## src/rtl/systolic_skew_feeder.sv

```systemverilog
// Operand feeder for the systolic array: buffers one ROW x ROW matrix column by
// column, then streams it into the row lanes with lane i delayed by i cycles.
module systolic_skew_feeder #(
  parameter int ROW = 4,
  parameter int DW  = 8
) (
  input  logic              clk,
  input  logic              rst,
  input  logic              in_valid,
  output logic              in_ready,
  input  logic [ROW*DW-1:0] in_data,
  input  logic              arr_en,
  output logic [ROW*DW-1:0] out_data,
  output logic [ROW-1:0]    out_lane_vld,
  output logic              busy,
  output logic              done
);

  localparam int TW = $clog2(2*ROW);
  localparam int CW = $clog2(ROW);
  localparam logic [TW-1:0] T_LAST = TW'(2*ROW-2);
  localparam logic [CW-1:0] K_LAST = CW'(ROW-1);

  typedef enum logic [1:0] {
    S_LOAD   = 2'd0,
    S_STREAM = 2'd1,
    S_DONE   = 2'd2
  } state_e;

  state_e            state_q, state_d;
  logic [CW-1:0]     ld_cnt_q, ld_cnt_d;
  logic [TW-1:0]     t_q, t_d;
  logic [DW-1:0]     mat_q [ROW][ROW];
  logic [DW-1:0]     mat_d [ROW][ROW];
  logic              in_ready_q, in_ready_d;
  logic              busy_q, busy_d;
  logic              done_q, done_d;
  logic [ROW-1:0]    vld_q, vld_d;
  logic [ROW*DW-1:0] data_q, data_d;
  int                j;

  always_comb begin
    state_d  = state_q;
    ld_cnt_d = ld_cnt_q;
    t_d      = t_q;
    mat_d    = mat_q;
    case (state_q)
      S_LOAD: begin
        if (in_valid && in_ready_q) begin
          for (int i = 0; i < ROW; i++) mat_d[i][ld_cnt_q] = in_data[i*DW +: DW];
          if (ld_cnt_q == K_LAST) begin
            ld_cnt_d = '0;
            t_d      = '0;
            state_d  = S_STREAM;
          end else begin
            ld_cnt_d = ld_cnt_q + CW'(1);
          end
        end
      end
      S_STREAM: begin
        if (arr_en) begin
          if (t_q == T_LAST) state_d = S_DONE;
          else               t_d     = t_q + TW'(1);
        end
      end
      S_DONE:  state_d = S_LOAD;
      default: begin
        state_d  = S_LOAD;
        ld_cnt_d = '0;
        t_d      = '0;
      end
    endcase
  end

  // Outputs are registered, so they are decoded from the next-cycle state and wavefront index.
  always_comb begin
    in_ready_d = (state_d == S_LOAD);
    busy_d     = (state_d == S_STREAM) || (state_d == S_DONE);
    done_d     = (state_d == S_DONE);
    vld_d      = '0;
    data_d     = '0;
    j          = 0;
    if (state_d == S_STREAM) begin
      for (int i = 0; i < ROW; i++) begin
        j = int'(t_d) - i;
        if (j >= 0 && j < ROW) begin
          vld_d[i]           = 1'b1;
          data_d[i*DW +: DW] = mat_d[i][j[CW-1:0]];
        end
      end
    end
  end

  always_ff @(posedge clk or negedge rst) begin
    if (!rst) begin
      state_q    <= S_LOAD;
      ld_cnt_q   <= '0;
      t_q        <= '0;
      for (int i = 0; i < ROW; i++)
        for (int k = 0; k < ROW; k++) mat_q[i][k] <= '0;
      in_ready_q <= 1'b1;
      busy_q     <= 1'b0;
      done_q     <= 1'b0;
      vld_q      <= '0;
      data_q     <= '0;
    end else begin
      state_q    <= state_d;
      ld_cnt_q   <= ld_cnt_d;
      t_q        <= t_d;
      mat_q      <= mat_d;
      in_ready_q <= in_ready_d;
      busy_q     <= busy_d;
      done_q     <= done_d;
      vld_q      <= vld_d;
      data_q     <= data_d;
    end
  end

  assign in_ready     = in_ready_q;
  assign busy         = busy_q;
  assign done         = done_q;
  assign out_lane_vld = vld_q;
  assign out_data     = data_q;

endmodule

```

## config.mk

```make
export PLATFORM = sky130hd
export DESIGN_NAME = systolic_skew_feeder
export DESIGN_NICKNAME = d
export VERILOG_FILES = /design/src/rtl/systolic_skew_feeder.sv
export SDC_FILE = /design/constraint.sdc
export NUM_CORES = 1
export LEC_CHECK = 0
export ABC_AREA = 1
export BUFFER_PORTS_ARGS = -buffer_cell sky130_fd_sc_hd__buf_2
export CORE_MARGIN = 2
export CORE_UTILIZATION = 35
export DETAILED_ROUTE_END_ITERATION = 12
export PLACE_DENSITY = 0.62
export SETUP_SLACK_MARGIN = 0.02
export SYNTH_ARGS = -nofsm -noshare
export SYNTH_HDL_FRONTEND = slang
export SYNTH_SLANG_ARGS = --single-unit
```

## constraint.sdc

```tcl
create_clock -name clk -period 4.9 [get_ports clk]
set_clock_uncertainty 0.05 [all_clocks]
set_input_delay 0.735 -clock clk [delete_from_list [all_inputs] [get_ports clk]]
set_output_delay 0.735 -clock clk [all_outputs]
set_load 0.02 [all_outputs]
```

==> flow_metrics.tcl <==
set metrics [dict create \
    cp_common_cell "nand2_1" \
    slowest_stage "inv_1" \
    cts_buffers 17 \
    clockRootBuffer "clkbuf_16" \
    finalCriticalPeriod_ps 3559 \
    ys.warnings.count 0 \
    fill_cells 2276 \
    crit_required_ps 5160 \
    die_w_um 154.4 \
    postCtsHoldBufs 0 \
    status "finished clean" \
    mostFrequentLayoutCell "nand2_1" \
    synthCells 960 \
    port_buffers 74 \
    netlist_area_um2 7913 \
    initial_core_util 0.3527 \
    post-route-period-util 0.7263 \
    synth_mux_area_frac 0 \
    ir_drop_mv 0.3866 \
    clk_latency_ps 430 \
    gp_congestion 0.7850 \
    layout.area.seq_um2 4355 \
    ant_nets 0 \
    viasPerCell 4.864 \
    ctsResizeCount 0 \
    syn_to_final_growth_pct 14.56 \
    cp-start-kind "register" \
    worstPathArrival_ps 3820 \
    track_usage 0.1746 \
    first_global_vias 6382 \
    fmax_mhz 281.0 \
    power.total_w 0.006630 \
    grt_setup_unrepaired "no" \
    fin_setup_tns_ps 0 \
    grt_max_degree 87 \
    syn_avg_cell_area_um2 8.242 \
    dieArea_um2 23830 \
    drtIter0Drc 488 \
    synth-seq-area-share 0.5504 \
    slowest_delay_ps 550 \
    final_nets 1067 \
    syn_nets 1015 \
    multiInputGateArea_um2 2973 \
    ios 75 \
    p_leak_nw 4.841 \
    layout_common_cells "nand2_1, dfrtp_1, nand3_1, inv_1, o21ai_0" \
    row_count 55 \
    place_area_um2 8482 \
    clock_path_buffers 2 \
    route.vias.total 6377 \
    synth_top_family_by_area "simple AND/OR/NAND/NOR gates" \
    report.final.slew_viol_count 0 \
    cp_max_fo 19 \
    end_kind "register" \
    finish.utilization 0.4041 \
    die_height_um 154.4 \
    maxCapViolCount 0 \
    ys_types 29 \
    antenna_found_initial 1 \
    critPathKind "reg2reg" \
    grt_pass1_wl_mm 33.34 \
    fp.coreArea_um2 22430 \
    fin_area_um2 9065 \
    crit_chain "ha_1 -> inv_1 -> nand2_1 -> nand3_2 -> nand2_1 -> nand2_1 -> nand2_2 -> clkinv_1 -> ha_1 -> buf_4 -> inv_1 -> nand3_1 -> nand2_1 -> nor2_1" \
    setup_viol 0 \
    synth_adder_area_share 0.03004 \
    hold_violations 0 \
    grt-ovfl-total 0 \
    synthXorXnorAreaFrac 0 \
    drc 0 \
    clock-sinks 174 \
    avgRoutedWirePerCell_um 15.11 \
    tightest_slew_ps 948.7 \
    detailed_place_hpwl_mm 11.96 \
    synth_compound_area_frac 0.06072 \
    drive_above_1_share 0.1307 \
    cts_tree "done" \
    p_per_area_nw_per_um2 731.4 \
    routed_wl_mm 19.80 \
    drtPass1Iterations 7 \
    post_cts_buffers 0 \
    hp-class "in2async" \
    htreeDepth 4 \
    synthSimpleGateAreaFrac 0.2849 \
    relSlewSlack 0.3653 \
    path_clk_slew_ps 70 \
    synth-seq-cells 174 \
]
## synthesized netlist by cell type (all sizes together)
cell type  instances  share of area
nand4              3         0.0040
o211ai             1        0.00095
nand2            314           0.15
nand3b             1        0.00095
clkinv             1        0.00047
a211oi             1         0.0016
buf               31          0.022
nand3            152          0.097
nor2              67          0.033
clkbuf            23          0.011
o21ai             83          0.053
dfrtp            173           0.55
inv               85          0.040
dfstp              1         0.0033
a21oi              4         0.0040
o22ai              1        0.00079
ha                19          0.030
## critical path: cells and delay by family, from the launching register on
kind	cells	cell delay, ps
fa+ha+maj	2	810
flops	1	380
buf+inv	4	1230
simple gates	8	960
## flip-flops by register name, summed over array words and instances, names as in the netlist
name,count
out_lane_vld,4
in_ready,1
ld_cnt_q,2
mat_q,128
out_data,32
state_q,2
busy,1
done,1
t_q,3
## cell families (layout without fill, tap and decap cells)
group | count (synthesis) | after routing
other cells | 0 | 1
fa+ha+maj | 19 | 19
simple gates | 537 | 537
flops | 174 | 174
buf+inv | 140 | 205
compound gates | 90 | 90
## routing by layer
| layer | part of all wire | vias to the layer above | track usage |
|---|---|---|---|
| met5 | 0 | - | 0 |
| li1 | - | 3143 | - |
| met1 | 0.49 | 3069 | 0.2510 |
| met4 | 0.0093 | 0 | 0.04277 |
| met3 | 0.044 | 16 | 0.03278 |
| met2 | 0.46 | 149 | 0.2742 |
## power breakdown
group,internal (W),leakage [nW],switching (W)
Combinational,0.000952,2.36,0.00211
Sequential,0.00205,2.20,0.000185
Clock,0.000737,0.283,0.000599
Total,0.00373,4.84,0.00290
## path summary, 6_finish.rpt
kind / start / end / slack, ps / depth (start not counted)
setup / recovery: ld_cnt_q[0] / out_data[9] / 1340 / 14
hold / removal: rst / out_data[20] / 300 / 1
setup reg to reg: ld_cnt_q[0] / out_data[9] / 1340 / 14
hold reg to reg: mat_q[36] / mat_q[36] / 420 / 2
max in group asynchronous: rst / mat_q[91] / 3330 / 2
min in group clk: mat_q[36] / mat_q[36] / 420 / 2
## per-stage QoR
stage | worst slack [ps] | hold WS, ps | instances
final | 1341 | 301.4 | 1311
after global routing | 1015 | 379.3 | 1310
after CTS | 1328 | 355.3 | 1310
after detailed placement | 1323 | 406.5 | 1278
after global placement | 1416 | 400.1 | 1278
after floorplan | 2026 | 388.4 | 960
## layout make-up
class	instances	area share
inverter	86	0.03561
clock buffer	19	0.04997
antenna	1	0.0002761
sequential	174	0.4805
tap	285	0.03934
timing repair buffer	87	0.05231
clock inverter	13	0.01408
multi-input combinational	646	0.3280
Power figures use the tool's default switching activity.
